**src/rtl/uncache_store_buffer.sv**
```systemverilog
// Uncached store buffer: queues LSU stores in a DEPTH-entry FIFO and drains them to AXI one write at a time; uncached loads wait behind older stores.
// Latency: a push into an empty buffer with no read in flight raises uncache_wr_req on the next cycle; a load issues one cycle after the buffer drains.
// Backpressure: st_ready drops while all DEPTH entries are occupied (registered count only); ld_req is held off while any store is queued or in flight.
//
// Ports:
//   clk, resetn                          clock, async active-low reset
//   st_valid/st_ready, st_addr/size/wstrb/data   LSU store push
//   ld_req/ld_rdy, ld_addr/ld_size       LSU uncached load request
//   ld_ret_valid, ld_ret_data            load return to LSU
//   uncache_wr_*                         AXI-side write request / accept / response
//   uncache_rd_*, uncache_ret_*          AXI-side read request / accept / data
//   sb_empty                             no store queued or in flight
module uncache_store_buffer #(
  parameter int DEPTH = 4
) (
  input  logic        clk,
  input  logic        resetn,
  // LSU store push
  input  logic        st_valid,
  output logic        st_ready,
  input  logic [31:0] st_addr,
  input  logic [2:0]  st_size,
  input  logic [3:0]  st_wstrb,
  input  logic [31:0] st_data,
  // LSU uncached load
  input  logic        ld_req,
  input  logic [31:0] ld_addr,
  input  logic [2:0]  ld_size,
  output logic        ld_rdy,
  output logic        ld_ret_valid,
  output logic [31:0] ld_ret_data,
  // AXI-side write channel
  output logic        uncache_wr_req,
  output logic [31:0] uncache_wr_addr,
  output logic [2:0]  uncache_wr_size,
  output logic [3:0]  uncache_wr_wstrb,
  output logic [31:0] uncache_wr_data,
  input  logic        uncache_wr_rdy,
  input  logic        uncache_wr_bvalid,
  // AXI-side read channel
  output logic        uncache_rd_req,
  output logic [31:0] uncache_rd_addr,
  output logic [2:0]  uncache_rd_size,
  input  logic        uncache_rd_rdy,
  input  logic        uncache_ret_valid,
  input  logic [31:0] uncache_ret_data,
  // status
  output logic        sb_empty
);

  localparam int PW = $clog2(DEPTH);
  localparam int CW = $clog2(DEPTH + 1);
  localparam logic [CW-1:0] FULL_CNT = CW'(DEPTH);

  typedef struct packed {
    logic [31:0] addr;
    logic [2:0]  size;
    logic [3:0]  wstrb;
    logic [31:0] data;
  } sb_entry_t;

  typedef enum logic [1:0] {W_IDLE, W_REQ, W_RESP} wstate_t;
  typedef enum logic [1:0] {R_IDLE, R_REQ, R_WAIT} rstate_t;

  sb_entry_t     r_mem [DEPTH];
  logic [PW-1:0] r_head;
  logic [PW-1:0] r_tail;
  logic [CW-1:0] r_count;
  wstate_t       r_wstate;
  wstate_t       w_wstate_nxt;
  rstate_t       r_rstate;
  rstate_t       w_rstate_nxt;
  logic [31:0]   r_ld_addr;
  logic [2:0]    r_ld_size;

  logic          w_push;
  logic          w_pop;
  logic          w_ld_start;
  logic          w_wr_start;
  sb_entry_t     w_head;

  assign st_ready   = (r_count < FULL_CNT);
  assign w_push     = st_valid && st_ready;
  // The head entry retires only when its write response arrives.
  assign w_pop      = (r_wstate == W_RESP) && uncache_wr_bvalid;
  assign w_ld_start = (r_rstate == R_IDLE) && ld_req && (r_count == '0) && (r_wstate == W_IDLE);
  // A push into an empty buffer starts the write in the same cycle so the
  // request appears one cycle after the push. When a load arrives alongside
  // that push, the load is older and takes the bus first.
  assign w_wr_start = (r_rstate == R_IDLE) && ((r_count != '0) || (w_push && !w_ld_start));
  assign w_head     = r_mem[r_head];

  // write FSM
  always_comb begin
    w_wstate_nxt = r_wstate;
    case (r_wstate)
      W_IDLE:  if (w_wr_start)        w_wstate_nxt = W_REQ;
      W_REQ:   if (uncache_wr_rdy)    w_wstate_nxt = W_RESP;
      W_RESP:  if (uncache_wr_bvalid) w_wstate_nxt = W_IDLE;
      default:                        w_wstate_nxt = W_IDLE;
    endcase
  end

  // read FSM
  always_comb begin
    w_rstate_nxt = r_rstate;
    case (r_rstate)
      R_IDLE:  if (w_ld_start)        w_rstate_nxt = R_REQ;
      R_REQ:   if (uncache_rd_rdy)    w_rstate_nxt = R_WAIT;
      R_WAIT:  if (uncache_ret_valid) w_rstate_nxt = R_IDLE;
      default:                        w_rstate_nxt = R_IDLE;
    endcase
  end

  always_ff @(posedge clk or negedge resetn) begin
    if (!resetn) begin
      r_wstate <= W_IDLE;
      r_rstate <= R_IDLE;
    end else begin
      r_wstate <= w_wstate_nxt;
      r_rstate <= w_rstate_nxt;
    end
  end

  // FIFO pointers and occupancy
  always_ff @(posedge clk or negedge resetn) begin
    if (!resetn) begin
      r_head  <= '0;
      r_tail  <= '0;
      r_count <= '0;
    end else begin
      if (w_push) r_tail <= r_tail + PW'(1);
      if (w_pop)  r_head <= r_head + PW'(1);
      if (w_push && !w_pop)      r_count <= r_count + CW'(1);
      else if (w_pop && !w_push) r_count <= r_count - CW'(1);
    end
  end

  // Entry storage carries no reset; contents are only read behind a valid count.
  always_ff @(posedge clk) begin
    if (w_push) r_mem[r_tail] <= {st_addr, st_size, st_wstrb, st_data};
  end

  always_ff @(posedge clk or negedge resetn) begin
    if (!resetn) begin
      r_ld_addr <= '0;
      r_ld_size <= '0;
    end else if (w_ld_start) begin
      r_ld_addr <= ld_addr;
      r_ld_size <= ld_size;
    end
  end

  assign uncache_wr_req   = (r_wstate == W_REQ);
  assign uncache_wr_addr  = w_head.addr;
  assign uncache_wr_size  = w_head.size;
  assign uncache_wr_wstrb = w_head.wstrb;
  assign uncache_wr_data  = w_head.data;

  assign uncache_rd_req   = (r_rstate == R_REQ);
  assign uncache_rd_addr  = r_ld_addr;
  assign uncache_rd_size  = r_ld_size;

  assign ld_rdy           = (r_rstate == R_REQ) && uncache_rd_rdy;
  assign ld_ret_valid     = (r_rstate == R_WAIT) && uncache_ret_valid;
  assign ld_ret_data      = uncache_ret_data;

  assign sb_empty         = (r_count == '0) && (r_wstate == W_IDLE);

endmodule
```
**config.mk**
```make
export PLATFORM = sky130hd
export DESIGN_NAME = uncache_store_buffer
export DESIGN_NICKNAME = d
export VERILOG_FILES = /design/src/rtl/uncache_store_buffer.sv
export SDC_FILE = /design/constraint.sdc
export NUM_CORES = 1
export LEC_CHECK = 0
export CORE_MARGIN = 3
export CORE_UTILIZATION = 54
export CTS_CLUSTER_SIZE = 12
export DETAILED_ROUTE_END_ITERATION = 8
export PLACE_DENSITY = 0.85
export SLEW_MARGIN = 20
export SYNTH_ARGS = -nofsm -noshare
export SYNTH_HDL_FRONTEND = slang
export SYNTH_SLANG_ARGS = --single-unit
```
**constraint.sdc**
```tcl
create_clock -name clk -period 4.8 [get_ports clk]
set_input_delay 0.72 -clock clk [delete_from_list [all_inputs] [get_ports clk]]
set_output_delay 0.72 -clock clk [all_outputs]
set_load 0.05 [all_outputs]
```
==> impl_metrics.ini <==
[yosys]
synth_area_per_cell_um2 = 23.3
synth-compound-area-share = 0.00230
synth_most_common_cell = edfxtp_1
synth_nets = 687
yosys.area_share.simple = 0.0125
synth_common_cells = 284 x edfxtp_1, 71 x mux4_2, 46 x dfrtp_1, 32 x buf_4, 29 x mux2_4
synth_top_area_frac = 0.683
synth_cell_type_count = 29
synth_top_family_by_area = multiplexers
async_reset_ff_frac = 0.139
syn_inst = 535
yosysTopAreaCell = edfxtp_1
muxShareOfSynthArea = 0.169
ys_ff_latch = 330
synth-edff-count = 284
mappedNetlistArea_mm2 = 0.0125
yosysWarnings = 0
synth_seq_area_share = 0.775
synth_top_cells_by_area = edfxtp_1 68%, mux4_2 13%, dfrtp_1 9.2%
synth_fa_ha_area_frac = 0.00661
synth-xor-area-share = 0.00421
ys.flop_type = edfxtp_1

[route]
ant_nets = 0
drcViolationCount = 0
finalWirelength_um = 24000
drt-initial-drc-count = 395
wl_per_cell_um = 22.7
viasPerCell = 5.60
dr.pass1.iters = 4
vias = 5906

[floorplan]
die_area_mm2 = 0.0250
ios = 290
core_area_mm2 = 0.0227
fp.dieH_um = 158
die_w_um = 158
start_util = 0.550
num_rows = 55

[place]
post-place-ws_ns = 1.55
dp.cells = 995
hpwl_um = 14900
gp_congestion = 0.834
portBuffers = 225

[sta]
final_hold_viol_count = 0
finalCritPeriodShare = 0.773
fin_skew_ns = 0.00865
fin_crit_ns = 3.71
rsz0062_at_grt = false
tns_ns = 0
achievable-frequency_ghz = 0.269
worst_slack_ns = 1.09
slew_viol_final = 0
slew_headroom = 0.294
setup_violations = 0
tightest_slew_ns = 1.06

[layout]
syn_to_final_growth_pct = 27.5
final_cells = 1054
fin_util = 0.701
nNetsFinal = 903
drive_above_1_share = 0.214

[clocking]
root_buffer = clkbuf_16
postCtsSetupRepairBufs = 0
holdBufCountCts = 0
cts_made_buffers = 35
cts-resized-gates = 0
tritoncts = built
clk_pin_slew_ns = 0.06
cts.path.max_buffers = 3
worstSkewPairLatency_ns = 0.49
cts_sinks = 330
htreeDepth = 2

[grt]
grt_usage = 0.190
grt_max_degree = 73
grt_pass1_wl_um = 35800
grt_overflow_total = 0
antenna_found_initial = 0
grt_pass1_vias = 6326

[critical_path]
cp-end-kind = output port
arrival_ns = 2.99
critPathKind = register to output port
crit_required_ns = 4.08
slowest_delay_ns = 0.72
path_cells = buf_4 -> mux4_2 -> clkdlybuf4s50_1
crit_path_max_fanout = 26
worst_setup_path_start_kind = register
crit_slowest_cell = clkdlybuf4s50_1

[status]
outcome = completed

[power]
ir_drop_uv = 485
leakage_nw = 5.49
fin_total_pwr_w = 0.0109
power_density_mw_per_mm2 = 687

[worst_hold_path]
hold_path.class = input port to asynchronous set/reset pin

[flow_run]
drv_cap = 0
==> placed cells by master (no fill, tap or decap), drive strengths merged, types with 2 or more instances in the layout <==
cell type      count
nor3b              2
clkdlybuf4s50    224
mux4              71
edfxtp           284
nand2              3
and2               5
nor2b              3
bufinv             2
xnor2              5
clkinv             3
mux2              36
clkbuf            48
buf                7
o21ai              4
dfrtp             46
ha                 5
nor2               2
inv                8
==> power breakdown <==
group          internal, W  switching (W)  total (W)
logic              0.00178        0.00264    0.00442
clock network      0.00150       0.000979    0.00248
registers          0.00366       0.000385    0.00404
==> per-stage QoR <==
step | area, um^2 | hold WS, ns
global route | 15900 | 0.165
CTS | 15800 | 0.414
global placement | 14800 | 0.493
floorplan | 12500 | 0.424
detailed placement | 14800 | 0.493
finish | 15900 | 0.158
==> worst max-delay path: cells and delay by family, from the launching register on <==
| family | cells | cell delay (ns) |
|---|---|---|
| buffers and inverters | 2 | 1.22 |
| flip-flops | 1 | 0.67 |
| multiplexers | 1 | 0.58 |
==> per-layer routing <==
| layer | track usage | wire (um) | vias to the layer above |
|---|---|---|---|
| met5 | 0 | 0 | - |
| met4 | 0.0459 | 330 | 0 |
| met3 | 0.0612 | 2340 | 41 |
| met2 | 0.311 | 11700 | 298 |
| met1 | 0.252 | 9580 | 3008 |
| li1 | - | - | 2559 |
==> state kept, by name (all words and copies together) (netlist names) <==
name and flops:
r_rstate 2, uncache_rd_size 3, r_count 3, uncache_rd_addr 32
r_tail 2, r_mem 284, r_head 2, r_wstate 2
==> cells by family (layout without fill, tap and decap cells) <==
group,count (synthesis),in the layout
AOI/OAI and AO/OA,5,5
muxes,107,107
and+or+nand+nor,22,22
xor gates and xnor gates,6,6
buffers and inverters,59,292
DFF,330,330
adders and majority gates,6,6
other,0,1
==> final cells by class <==
type / count / area, um^2
Tap cell: 285 / 357
Sequential cell: 330 / 9690
Antenna cell: 1 / 2.50
Timing Repair Buffer: 231 / 2360
Fill cell: 1348 / 6780
Inverter: 7 / 26.3
Clock inverter: 6 / 81.3
Multi-Input combinational cell: 146 / 2440
Clock buffer: 48 / 967
==> path summary, 6_finish.rpt <==
check                      cells past startpoint  slack, ns                  end                start
min in group clk                               1       0.51  uncache_rd_addr[25]  uncache_rd_addr[25]
min reg2reg                                    1       0.51  uncache_rd_addr[25]  uncache_rd_addr[25]
min                                            1       0.16  uncache_rd_addr[13]               resetn
max reg2reg                                    2       2.54         r_mem[2][29]           r_count[2]
max                                            3       1.09  uncache_wr_addr[17]            r_head[0]
max in group asynchronous                      2       4.14            r_head[1]               resetn
Note: power is estimated with default switching activity, not from simulation.
